## src/rtl/vga_pattern_sequencer.sv

```systemverilog
// Test-pattern sequencer for a 640x480 VGA pipeline: debounced button or
// timed auto-advance selects one of four patterns, switched only at frame start.
module vga_pattern_sequencer #(
    parameter int DB_CYCLES    = 500000,
    parameter int DWELL_FRAMES = 120
) (
    input  logic       clk,
    input  logic       reset,
    input  logic       btn,
    input  logic       auto_en,
    input  logic [2:0] sw,
    input  logic       video_on,
    input  logic       p_tick,
    input  logic [9:0] pixel_x,
    input  logic [9:0] pixel_y,
    output logic [2:0] rgb,
    output logic [1:0] pattern
);

    localparam int CW = $clog2(DB_CYCLES + 1);
    localparam logic [CW-1:0] DB_LAST = CW'(DB_CYCLES - 1);
    localparam logic [7:0] DWELL_LAST = 8'(DWELL_FRAMES - 1);

    typedef enum logic {MANUAL, AUTO} state_t;

    state_t        state, state_nx;
    logic          btn_s1, btn_s2;
    logic [CW-1:0] db_cnt;
    logic          db_level;
    logic          armed;
    logic          press;
    logic          frame_start;
    logic [7:0]    frame_cnt, frame_cnt_nx;
    logic [1:0]    next_pat, next_pat_nx;
    logic [2:0]    colour;
    logic          border;

    always_ff @(posedge clk or posedge reset) begin
        if (reset) begin
            btn_s1 <= 1'b0;
            btn_s2 <= 1'b0;
        end else begin
            btn_s1 <= btn;
            btn_s2 <= btn_s1;
        end
    end

    // Until a stable release is seen after reset, a held button is never
    // accepted, so it cannot produce a press without being re-pressed.
    always_ff @(posedge clk or posedge reset) begin
        if (reset) begin
            db_cnt   <= '0;
            db_level <= 1'b0;
            armed    <= 1'b0;
        end else if (!armed) begin
            if (btn_s2) begin
                db_cnt <= '0;
            end else if (db_cnt == DB_LAST) begin
                db_cnt <= '0;
                armed  <= 1'b1;
            end else begin
                db_cnt <= db_cnt + 1'b1;
            end
        end else if (btn_s2 == db_level) begin
            db_cnt <= '0;
        end else if (db_cnt == DB_LAST) begin
            db_cnt   <= '0;
            db_level <= btn_s2;
        end else begin
            db_cnt <= db_cnt + 1'b1;
        end
    end

    assign press = armed && !db_level && btn_s2
                   && (db_cnt == DB_LAST);

    assign frame_start = p_tick && (pixel_x == 10'd0)
                         && (pixel_y == 10'd0);

    always_ff @(posedge clk or posedge reset) begin
        if (reset) begin
            state     <= MANUAL;
            frame_cnt <= '0;
            next_pat  <= '0;
        end else begin
            state     <= state_nx;
            frame_cnt <= frame_cnt_nx;
            next_pat  <= next_pat_nx;
        end
    end

    always_comb begin
        state_nx     = state;
        frame_cnt_nx = frame_cnt;
        next_pat_nx  = next_pat;
        unique case (state)
            MANUAL: begin
                if (press)
                    next_pat_nx = next_pat + 2'd1;
                if (auto_en) begin
                    state_nx     = AUTO;
                    frame_cnt_nx = '0;
                end
            end
            AUTO: begin
                if (frame_start) begin
                    if (frame_cnt == DWELL_LAST) begin
                        next_pat_nx  = next_pat + 2'd1;
                        frame_cnt_nx = '0;
                    end else begin
                        frame_cnt_nx = frame_cnt + 8'd1;
                    end
                end
                if (!auto_en)
                    state_nx = MANUAL;
            end
        endcase
    end

    assign border = (pixel_x == 10'd0) || (pixel_x == 10'd639)
                    || (pixel_y == 10'd0) || (pixel_y == 10'd479);

    always_comb begin
        colour = 3'b000;
        unique case (pattern)
            2'd0: colour = sw;
            2'd1: colour = pixel_x[8:6];
            2'd2: colour = (pixel_x[5] ^ pixel_y[5]) ? ~sw : sw;
            2'd3: colour = border ? 3'b111 : 3'b000;
        endcase
    end

    always_ff @(posedge clk or posedge reset) begin
        if (reset) begin
            pattern <= '0;
            rgb     <= '0;
        end else begin
            if (frame_start)
                pattern <= next_pat;
            rgb <= video_on ? colour : 3'b000;
        end
    end

endmodule
```

## config.mk

```make
export PLATFORM = sky130hd
export DESIGN_NAME = vga_pattern_sequencer
export DESIGN_NICKNAME = d
export VERILOG_FILES = /design/src/rtl/vga_pattern_sequencer.sv
export SDC_FILE = /design/constraint.sdc
export NUM_CORES = 1
export LEC_CHECK = 0
export CAP_MARGIN = 20
export CELL_PAD_IN_SITES_DETAIL_PLACEMENT = 0
export CELL_PAD_IN_SITES_GLOBAL_PLACEMENT = 1
export CORE_MARGIN = 2
export CORE_UTILIZATION = 41
export DETAILED_ROUTE_END_ITERATION = 6
export PLACE_DENSITY = 0.87
export SLEW_MARGIN = 20
export SYNTH_ARGS = -nofsm -noshare
export SYNTH_HDL_FRONTEND = slang
export SYNTH_SLANG_ARGS = --single-unit
```

## constraint.sdc

```tcl
create_clock -name clk -period 2.2 [get_ports clk]
set_input_delay 0.22 -clock clk [delete_from_list [all_inputs] [get_ports clk]]
set_output_delay 0.22 -clock clk [all_outputs]
set_load 0.1 [all_outputs]
```

==> impl_metrics.json, run 1 <==
{
  "result_of_the_run": "completed",
  "synth.top_cell.area_share": 0.4527,
  "cts_root_buffer": "sky130_fd_sc_hd__clkbuf_8",
  "fp-row-count": 26,
  "number_of_buffers_created_by_cts": 5,
  "total_instance_count_after_detailed_placement": 322,
  "numClockSinks": 39,
  "worst_r2r_path_depth": 5,
  "postPlaceCellArea_um2": 2554,
  "crit_arrival_ns": 1.95,
  "timing_worst_setup_path_type": "reg -> reg",
  "max_slew_margin": 0.6761,
  "nets": 290,
  "ys_types": 45,
  "remaining_drc_errors": 0,
  "setup.worst_path.end_class": "flip-flop",
  "cts_max_level": 2,
  "die_height_um": 76.51,
  "route.antenna.remaining_nets": 0,
  "critical_path.n_buffers_inverters": 0,
  "die_area_um2": 5854,
  "routed_wl_um": 4250,
  "vias_in_the_first_global_route": 1645,
  "portBuffers": 33,
  "postLayoutCellArea_um2": 2626,
  "finalClockSkew_ns": 0.007357,
  "power.clock.fraction": 0.333,
  "switching_power_share_of_the_total": 0.2491,
  "worstPathCellList": "nor4b_1 -> nand3_1 -> nor4_1 -> o21ai_2 -> o31a_2",
  "fin_crit_sh": 0.8040,
  "worst_path_dominant_cell_family": "simple AND/OR/NAND/NOR gates",
  "cts_repair_resize_count": 0,
  "grt_util_all_layers": 0.1603,
  "core_area_um2": 5075,
  "avg_inst_size_synth_um2": 9.799,
  "cts_setup_buffers": 0,
  "post-dp-hpwl_um": 3184,
  "wl_per_cell_um": 12.96,
  "synthArstFlopShare": 1.000,
  "net-switching-power_uw": 335.9,
  "dominantRegCellSynth": "sky130_fd_sc_hd__dfrtp_1",
  "areaGrowthSynthToFinish_pct": 21.82,
  "worst_ep_required_time_ns": 2.38,
  "drv_slew": 0,
  "setup_repair_after_global_routing_missed_its_margin": "no",
  "grt_overflow": 0,
  "peakVddDrop_mv": 0.2104,
  "fraction_of_layout_cells_with_a_size_suffix_above_1": 0.1202,
  "worstReg2RegEnd": "next_pat[0]$_DFFE_PP0P_",
  "synth_cells": 220,
  "path_max_fanout": 4,
  "max-clock-path-buffers": 2,
  "r2r_setup_slack_ns": 0.43,
  "r2r_start": "db_cnt[11]$_DFF_PP0_",
  "final_cell_mix": "39 x sky130_fd_sc_hd__dfrtp_1, 33 x sky130_fd_sc_hd__nor2_1, 28 x sky130_fd_sc_hd__clkdlybuf4s50_1",
  "critical-path-slowest-cell": "sky130_fd_sc_hd__nor4b_1",
  "synth.area.top_cells": "sky130_fd_sc_hd__dfrtp_1 45%, sky130_fd_sc_hd__nor2_1 5.7%, sky130_fd_sc_hd__xnor2_1 5.7%, sky130_fd_sc_hd__nand2_1 3.5%, sky130_fd_sc_hd__nand4_1 3.2%",
  "worstMarginPinSlew_ns": 0.4859,
  "antennaDiodeCount": 0,
  "setup_viol": 0,
  "setup_total_negative_slack_ns": 0,
  "global_route_wire_length_before_repair_um": 7507,
  "final_hold_violations": 0,
  "maxCapViolations": 0,
  "power.internal_uw": 1012,
  "proportion_of_power_drawn_by_flip_flops_and_latches": 0.546,
  "grt_max_degree": 40,
  "synth_seq_area_share": 0.4527,
  "ys.warnings.count": 0,
  "combinationalPowerShare": 0.121,
  "n_fill_cell": 489,
  "layout_min_cycle_time_ns": 1.769,
  "synth.cell_area_um2": 2156,
  "power_density_nw_per_um2": 513.4,
  "first_iter_violations": 80,
  "postSynthRegisterBits": 39,
  "worst_skew_pair.late_latency_ns": 0.30,
  "final_cell_count_no_fill": 328,
  "max_freq_mhz": 565.3,
  "cts.clk_slew.worst_paths_ns": 0.07,
  "final_core_utilization": 0.5175,
  "postCtsHoldBufs": 0,
  "initial_antenna_violation_count": 0,
  "io_pins": 34,
  "dr_total_vias": 1705,
  "hold_path.class": "in -> async",
  "drt-pass1-iter-count": 4,
  "die_width_um": 76.51,
  "clock_tree_from_tritoncts": "yes",
  "netlist.top_cell.by_area": "sky130_fd_sc_hd__dfrtp_1",
  "vias_per_cell": 5.198,
  "gp_routability_congestion": 0.7887,
  "initial_utilization": 0.4248,
  "startpoint_type": "flip-flop",
  "layout_commonest_cell": "sky130_fd_sc_hd__dfrtp_1",
  "synth-edff-count": 0,
  "leakagePower_uw": 0.001038,
  "synth_net_count": 251,
  "crit_path_max_incr_delay_ns": 0.46
}
per-layer routing:
layer,routed length (um),GRT usage,vias to the layer above,share of wire
met5,0,0,-,0
met4,70,0.06000,0,0.016
met3,140,0.04384,6,0.033
met2,1967,0.2496,30,0.46
met1,2072,0.2139,808,0.49
li1,-,-,861,-
logic make-up (layout without fill, tap and decap cells):
group / after synthesis / count (layout) / synth area share
AOI/OAI and AO/OA: 28 / 28 / 0.08648
muxes: 6 / 6 / 0.02960
xor gates and xnor gates: 21 / 21 / 0.08532
adders and majority gates: 2 / 2 / 0.01161
DFF: 39 / 39 / 0.4527
buffers and inverters: 11 / 49 / 0.02438
and+or+nand+nor: 113 / 113 / 0.3099
metrics by stage:
step	setup WS, ns	power, uW	hold slack [ns]
2_1_floorplan	0.3431	833.9	0.2514
3_3_place_gp	0.2408	914.6	0.3333
3_5_place_dp	0.2041	915.5	0.3381
4_1_cts	0.3859	1368	0.3503
5_1_grt	0.1712	1407	0.3714
6_report	0.4311	1348	0.3319
layout make-up:
type	instances	area, um^2	share of cell area
Timing Repair Buffer	35	332.8	0.1267
Sequential cell	39	975.9	0.3716
Tap cell	70	87.58	0.03335
Inverter	8	30.03	0.01143
Clock buffer	6	72.57	0.02763
Multi-Input combinational cell	170	1127	0.4293
how the worst max path moves through the flow:
stage	from	end	slack, ns	depth (start not counted)
final	db_cnt[11]$_DFF_PP0_	next_pat[0]$_DFFE_PP0P_	0.43	5
after detailed placement	pixel_y[0]	next_pat[0]$_DFFE_PP0P_	0.20	6
after global routing	db_cnt[11]$_DFF_PP0_	db_cnt[7]$_DFF_PP0_	0.17	6
after global placement	pixel_y[0]	next_pat[1]$_DFFE_PP0P_	0.24	6
after floorplan	pattern[0]$_DFFE_PP0P_	rgb[0]$_DFF_PP0_	0.34	4
after CTS	db_cnt[11]$_DFF_PP0_	next_pat[0]$_DFFE_PP0P_	0.39	5
flip-flops by register name, summed over array words and instances (netlist names):
name,flops
armed,1
btn_s1,1
btn_s2,1
db_cnt,19
db_level,1
frame_cnt,8
next_pat,2
pattern,2
rgb,3
state,1
tightest hold or removal path, stage by stage:
cell and delay, ns:
sky130_fd_sc_hd__clkdlybuf4s50_1 0.39, sky130_fd_sc_hd__inv_1 0.05, sky130_fd_sc_hd__buf_4 0.41
power by group through the flow:
stage	Sequential, uW	Combinational, uW	Clock, uW
3_5_place_dp	750	166	0
3_3_place_gp	750	165	0
5_1_grt	737	178	492
6_report	736	164	448
4_1_cts	736	167	465
2_1_floorplan	777	56.7	0
Yosys cell counts, types with 2 or more instances:
cell type,count
sky130_fd_sc_hd__o22ai_1,3
sky130_fd_sc_hd__nor2b_1,3
sky130_fd_sc_hd__mux2i_1,3
sky130_fd_sc_hd__inv_1,8
sky130_fd_sc_hd__a31oi_1,3
sky130_fd_sc_hd__ha_1,2
sky130_fd_sc_hd__nor4_1,6
sky130_fd_sc_hd__nor4_2,3
sky130_fd_sc_hd__dfrtp_1,39
sky130_fd_sc_hd__o21a_1,6
sky130_fd_sc_hd__o21ai_1,2
sky130_fd_sc_hd__nand3_1,9
sky130_fd_sc_hd__nand2_1,20
sky130_fd_sc_hd__xnor2_1,14
sky130_fd_sc_hd__nand4_1,11
sky130_fd_sc_hd__xor2_1,7
sky130_fd_sc_hd__mux2_2,3
sky130_fd_sc_hd__nand2b_1,2
sky130_fd_sc_hd__nor3_1,5
sky130_fd_sc_hd__nor2_1,33
sky130_fd_sc_hd__nand3_2,4
sky130_fd_sc_hd__a21oi_1,3
sky130_fd_sc_hd__o21ai_0,5
sky130_fd_sc_hd__and4_1,4
sky130_fd_sc_hd__nor4_4,2
(Power assumes the default switching activity.)
==> inputs of run 2 (changes only) <==
clock period = 1.73 ns   (was 2.2 ns; I/O delays follow)
==> run 2 against run 1 <==
  * Utilization rose by 7.1 points
  * Setup slack lost 0.40 ns
  * Global-route usage is essentially flat
==> impl_metrics.json, run 2 (synthesized netlist as in run 1, its figures left out) <==
{
  "result_of_the_run": "completed",
  "top_register": "db_cnt",
  "first_iter_violations": 81,
  "biggestRegsByFlops": "db_cnt (19), frame_cnt (8), rgb (3)",
  "grt_util_all_layers": 0.1605,
  "number_of_buffers_created_by_cts": 5,
  "fp-row-count": 26,
  "die_height_um": 76.51,
  "initial_utilization": 0.4248,
  "clock_tree_from_tritoncts": "yes",
  "wl_per_cell_um": 12.85,
  "startpoint_type": "flip-flop",
  "crit_path_max_incr_delay_ns": 0.46,
  "worstPathCellList": "ha_2 -> nand2_2 -> or4_4 -> nor4_4 -> o21ai_2 -> xnor2_1",
  "path_max_fanout": 4,
  "remaining_drc_errors": 0,
  "dpl_worst_slack_ns": -0.1943,
  "finalClockSkew_ns": 0.005700,
  "postCtsHoldBufs": 0,
  "final_hold_violations": 0,
  "worst_slack_ns": 0.03280,
  "dr_total_vias": 1784,
  "worst_ep_required_time_ns": 1.91,
  "post-dp-hpwl_um": 3371,
  "die_area_um2": 5854,
  "timing_worst_setup_path_type": "reg -> reg",
  "layout_commonest_cell": "sky130_fd_sc_hd__dfrtp_1",
  "routed_wl_um": 4512,
  "worst_skew_pair.late_latency_ns": 0.29,
  "r2r_setup_slack_ns": 0.03,
  "fin_crit_sh": 0.9810,
  "global_route_wire_length_before_repair_um": 7665,
  "final_cell_count_no_fill": 351,
  "setup_viol": 0,
  "vias_in_the_first_global_route": 1692,
  "initial_antenna_violation_count": 0,
  "critical-path-slowest-cell": "sky130_fd_sc_hd__or4_4",
  "power_density_nw_per_um2": 692.1,
  "numClockSinks": 39,
  "max_freq_mhz": 589.2,
  "route.antenna.remaining_nets": 0,
  "die_width_um": 76.51,
  "setup_repair_after_global_routing_missed_its_margin": "yes",
  "grt_max_degree": 40,
  "fraction_of_layout_cells_with_a_size_suffix_above_1": 0.2420,
  "core_area_um2": 5075,
  "drt-pass1-iter-count": 4,
  "setup.worst_path.end_class": "flip-flop",
  "flip_flop_count_of_the_largest_register_after_layout": 19,
  "cts_max_level": 2,
  "vias_per_cell": 5.083,
  "antennaDiodeCount": 0,
  "peakVddDrop_mv": 0.4868,
  "cts_root_buffer": "sky130_fd_sc_hd__clkbuf_8",
  "max_slew_margin": 0.7863,
  "io_pins": 34,
  "total_instance_count_after_detailed_placement": 340,
  "hold_path.class": "in -> async",
  "nets": 311,
  "gp_routability_congestion": 0.8196,
  "drv_slew": 0,
  "leakagePower_uw": 0.001211,
  "layout_min_cycle_time_ns": 1.697,
  "crit_arrival_ns": 1.88,
  "maxCapViolations": 0,
  "final_cell_mix": "37 x sky130_fd_sc_hd__dfrtp_1, 28 x sky130_fd_sc_hd__nor2_1, 28 x sky130_fd_sc_hd__clkdlybuf4s50_1",
  "cts.clk_slew.worst_paths_ns": 0.08,
  "grt_overflow": 0,
  "max-clock-path-buffers": 2,
  "worstMarginPinSlew_ns": 0.3176,
  "areaGrowthSynthToFinish_pct": 38.65,
  "portBuffers": 33
}
[run 2: cell count changes in the layout (fill, tap and decap cells not counted), sizes merged]
cell      delta
buf         +20
bufinv       +2
clkinvlp     +1
[run 2: where the power goes]
group          total (uW)  switching (uW)  internal (uW)
Combinational         244             126            118
Clock                 891             316            575
Sequential            935            9.72            925
Total                2070             451           1620
[run 2: worst max-delay path: cells and delay by family, from the launching register on]
kind                     cells  cell delay, ns
flip-flops                   1            0.42
AO/OA/AOI/OAI                1            0.09
adder cells (fa/ha/maj)      1            0.23
AND/OR/NAND/NOR              3            0.71
XOR/XNOR                     1            0.12
[run 2: through the flow]
| stage | hold WS (ns) | utilization | area [um^2] | power [uW] | TNS [ns] |
|---|---|---|---|---|---|
| after floorplan | 0.2044 | - | 2157 | 1060 | 0 |
| after detailed placement | 0.3371 | 0.5399 | 2740 | 1186 | -2.110 |
| after CTS | 0.2215 | 0.5668 | 2877 | 2089 | 0 |
| after global placement | 0.3315 | 0.5399 | 2740 | 1186 | -1.737 |
| after global routing | 0.2656 | 0.5890 | 2989 | 2149 | -0.5389 |
| final | 0.2159 | 0.5890 | 2989 | 2069 | 0 |
[run 2: final timing paths]
path                                          start                      end  depth (start not counted)
min in group clk                                btn         btn_s1$_DFF_PP0_                          1
setup reg to reg           frame_cnt[1]$_DFFE_PP0P_  next_pat[1]$_DFFE_PP0P_                          6
hold / removal                                reset     db_level$_DFFE_PP0P_                          3
hold reg to reg                    btn_s1$_DFF_PP0_         btn_s2$_DFF_PP0_                          0
setup / recovery           frame_cnt[1]$_DFFE_PP0P_  next_pat[1]$_DFFE_PP0P_                          6
max in group asynchronous                     reset   pattern[0]$_DFFE_PP0P_                          3
[run 2: layout make-up]
class	count	area, um^2
well taps	70	87.58
clock buffers	5	68.82
repair buffers	56	558.0
fillers	462	2086
flip-flops and latches	39	978.4
multi-input cells	170	1199
inverters	8	30.03
clock inverters	3	67.56
[run 2: timing repair]
item	in CTS	in global routing
gates resized for setup	0	17
setup endpoints to repair	0	26
hold endpoints to repair	0	0
setup buffers	0	2
[run 2: metal layers]
| metal | vias up | track usage | routed length [um] |
|---|---|---|---|
| met1 | 851 | 0.2183 | 2119 |
| met2 | 18 | 0.2593 | 2228 |
| li1 | 907 | - | - |
| met4 | 0 | 0.05455 | 63 |
| met3 | 8 | 0.02844 | 100 |
| met5 | - | 0 | 0 |
==> inputs of run 3 (changes only) <==
ABC_AREA = 1   (was default)
CORE_UTILIZATION = 39   (was 41)
CTS_CLUSTER_SIZE = 20   (was default)
GPL_ROUTABILITY_DRIVEN = 0   (was default)
==> run 3 against run 2 <==
  * Highest routed layer unchanged
  * Non-clock buffer count is 14 lower
  * Sequential cell count stayed put
  * Fmax is 5.6% higher
  * Via count is 23% higher
  * Critical endpoint is now db_cnt[12]$_DFF_PP0_
==> impl_metrics.json, run 3 <==
{
  "postLayoutCellArea_um2": 2948,
  "final_hold_violations": 0,
  "setup.worst_path.end_class": "flip-flop",
  "areaGrowthSynthToFinish_pct": 25.72,
  "synthArstFlopShare": 1.000,
  "maxCapViolations": 0,
  "drt-pass1-iter-count": 4,
  "leakagePower_uw": 0.001405,
  "routed_wl_um": 5209,
  "dominantRegCellSynth": "sky130_fd_sc_hd__dfrtp_1",
  "ys.warnings.count": 0,
  "final_core_utilization": 0.5038,
  "portBuffers": 33,
  "fp-row-count": 28,
  "global_route_wire_length_before_repair_um": 9025,
  "grt_max_degree": 40,
  "worstMarginPinSlew_ns": 0.4886,
  "layout_commonest_cell": "sky130_fd_sc_hd__nand2_1",
  "fraction_of_layout_cells_with_a_size_suffix_above_1": 0.1233,
  "antennaDiodeCount": 0,
  "vias_in_the_first_global_route": 2087,
  "synth_most_common_cell": "sky130_fd_sc_hd__nand2_1",
  "synth.area.top_cells": "sky130_fd_sc_hd__dfrtp_1 42%, sky130_fd_sc_hd__nand2_1 13%, sky130_fd_sc_hd__nor2_1 7.8%, sky130_fd_sc_hd__inv_1 7.0%, sky130_fd_sc_hd__nand3_1 6.0%",
  "ys_types": 35,
  "synth.top_cell.area_share": 0.4162,
  "crit_arrival_ns": 1.83,
  "route.antenna.remaining_nets": 0,
  "drv_slew": 0,
  "max-clock-path-buffers": 2,
  "worst_skew_pair.late_latency_ns": 0.29,
  "postSynthRegisterBits": 39,
  "worst_ep_required_time_ns": 1.95,
  "wl_per_cell_um": 11.63,
  "die_area_um2": 6649,
  "finalClockSkew_ns": 0.009895,
  "worst_slack_ns": 0.1220,
  "netlist.top_cell.by_area": "sky130_fd_sc_hd__dfrtp_1",
  "grt_overflow": 0,
  "setup_viol": 0,
  "top_register": "db_cnt",
  "cts.clk_slew.worst_paths_ns": 0.08,
  "design_power_total_uw": 1919,
  "max_slew_margin": 0.6743,
  "clock_tree_from_tritoncts": "yes",
  "n_fill_cell": 575,
  "die_width_um": 81.54,
  "synth_cells": 324,
  "number_of_buffers_created_by_cts": 5,
  "final_cell_mix": "80 x sky130_fd_sc_hd__nand2_1, 48 x sky130_fd_sc_hd__nor2_1, 44 x sky130_fd_sc_hd__inv_1",
  "timing_worst_setup_path_type": "reg -> reg",
  "dpl_worst_slack_ns": -0.03381,
  "synth_top_cells_by_count": "80 x sky130_fd_sc_hd__nand2_1, 49 x sky130_fd_sc_hd__nor2_1, 44 x sky130_fd_sc_hd__inv_1",
  "synth_seq_area_share": 0.4162,
  "synth.cell_area_um2": 2345,
  "first_iter_violations": 121,
  "initial_antenna_violation_count": 0,
  "numClockSinks": 39,
  "cts_root_buffer": "sky130_fd_sc_hd__clkbuf_8",
  "final_cell_count_no_fill": 448,
  "post-dp-hpwl_um": 3983,
  "core_area_um2": 5851,
  "max_freq_mhz": 621.9,
  "cts_max_level": 2,
  "total_instance_count_after_detailed_placement": 437,
  "vias_per_cell": 4.884,
  "path_max_fanout": 7,
  "remaining_drc_errors": 0,
  "result_of_the_run": "completed",
  "layout_min_cycle_time_ns": 1.608,
  "power_density_nw_per_um2": 650.9,
  "hold_path.class": "in -> async",
  "io_pins": 34,
  "synth_net_count": 355,
  "dr_total_vias": 2188,
  "nets": 403,
  "postPlaceCellArea_um2": 2803,
  "fin_crit_sh": 0.9295,
  "grt_util_all_layers": 0.1721,
  "setup_repair_after_global_routing_missed_its_margin": "no",
  "biggestRegsByFlops": "db_cnt (19), frame_cnt (8), rgb (3)",
  "initial_utilization": 0.4008,
  "peakVddDrop_mv": 0.3771,
  "postCtsHoldBufs": 0,
  "synth-edff-count": 0,
  "avg_inst_size_synth_um2": 7.237,
  "startpoint_type": "flip-flop",
  "die_height_um": 81.54,
  "flip_flop_count_of_the_largest_register_after_layout": 19
}
==> run 3: changes by cell type after synthesis, sizes merged, moves of 4 or more <==
cell   change
o21ai      +8
xnor2     -12
nand3     +17
and4       -4
nand2     +63
xor2       -4
a21oi     +14
nor4      -11
nor2      +22
inv       +39
o21a       -5
==> run 3: kinds of logic after synthesis <==
family / count (synthesis) / share of synthesized area
xor+xnor: 5 / 0.01868
simple gates: 191 / 0.3767
fa+ha+maj: 2 / 0.01067
buf+inv: 48 / 0.08004
flops: 39 / 0.4162
compound gates: 39 / 0.09767
==> run 3: cell type report <==
type,count,area [um^2],share of cell area
sequential,39,975.9,0.3311
clock buffer,5,68.82,0.02334
inverter,47,176.4,0.05985
timing repair buffer,42,397.9,0.1350
multi-input combinational,237,1191,0.4041
tap,75,93.84,0.03183
clock inverter,3,43.79,0.01486
==> run 3: timing repair <==
action	in CTS	in global routing
resized for setup	0	3
setup buffers	0	3
setup endpoints to repair	0	6
==> run 3: per-stage QoR <==
stage               hold WS (ns)  TNS (ns)
floorplan                 0.2044         0
global placement          0.3321         0
detailed placement        0.3471   -0.1001
CTS                       0.3171         0
global route              0.3208         0
finish                    0.2982         0
==> run 3: metal layers <==
metal  global-route usage  part of all wire  up-vias
met3              0.03516             0.041        4
met2               0.2967              0.49       41
met4              0.04068             0.010        0
li1                     -                 -     1138
met5                    0                 0        -
met1               0.2212              0.46     1005
==> run 3: critical path, stage by stage (launching register included) <==
cell and delay, ns:
sky130_fd_sc_hd__dfrtp_1 0.41, sky130_fd_sc_hd__ha_2 0.22, sky130_fd_sc_hd__nand2_2 0.10, sky130_fd_sc_hd__nor2_4 0.05, sky130_fd_sc_hd__buf_4 0.15, sky130_fd_sc_hd__a21oi_4 0.23, sky130_fd_sc_hd__buf_4 0.19, sky130_fd_sc_hd__o21ai_1 0.07
sky130_fd_sc_hd__a21oi_1 0.11
==> run 3: worst paths after layout <==
check / start / endpoint / slack, ns / depth (start not counted)
max: db_cnt[0]$_DFF_PP0_ / db_cnt[12]$_DFF_PP0_ / 0.12 / 8
min: reset / db_cnt[3]$_DFF_PP0_ / 0.30 / 3
max reg2reg: db_cnt[0]$_DFF_PP0_ / db_cnt[12]$_DFF_PP0_ / 0.12 / 8
min reg2reg: btn_s1$_DFF_PP0_ / btn_s2$_DFF_PP0_ / 0.36 / 0
max in group asynchronous: reset / state$_DFF_PP0_ / 1.08 / 3
min in group clk: btn / btn_s1$_DFF_PP0_ / 0.32 / 1
==> run 3: report_power, final <==
part	total [uW]	switching, uW	internal [uW]
combinational	222	125	96.4
sequential	935	10.2	925
clock	762	332	429
total	1920	468	1450
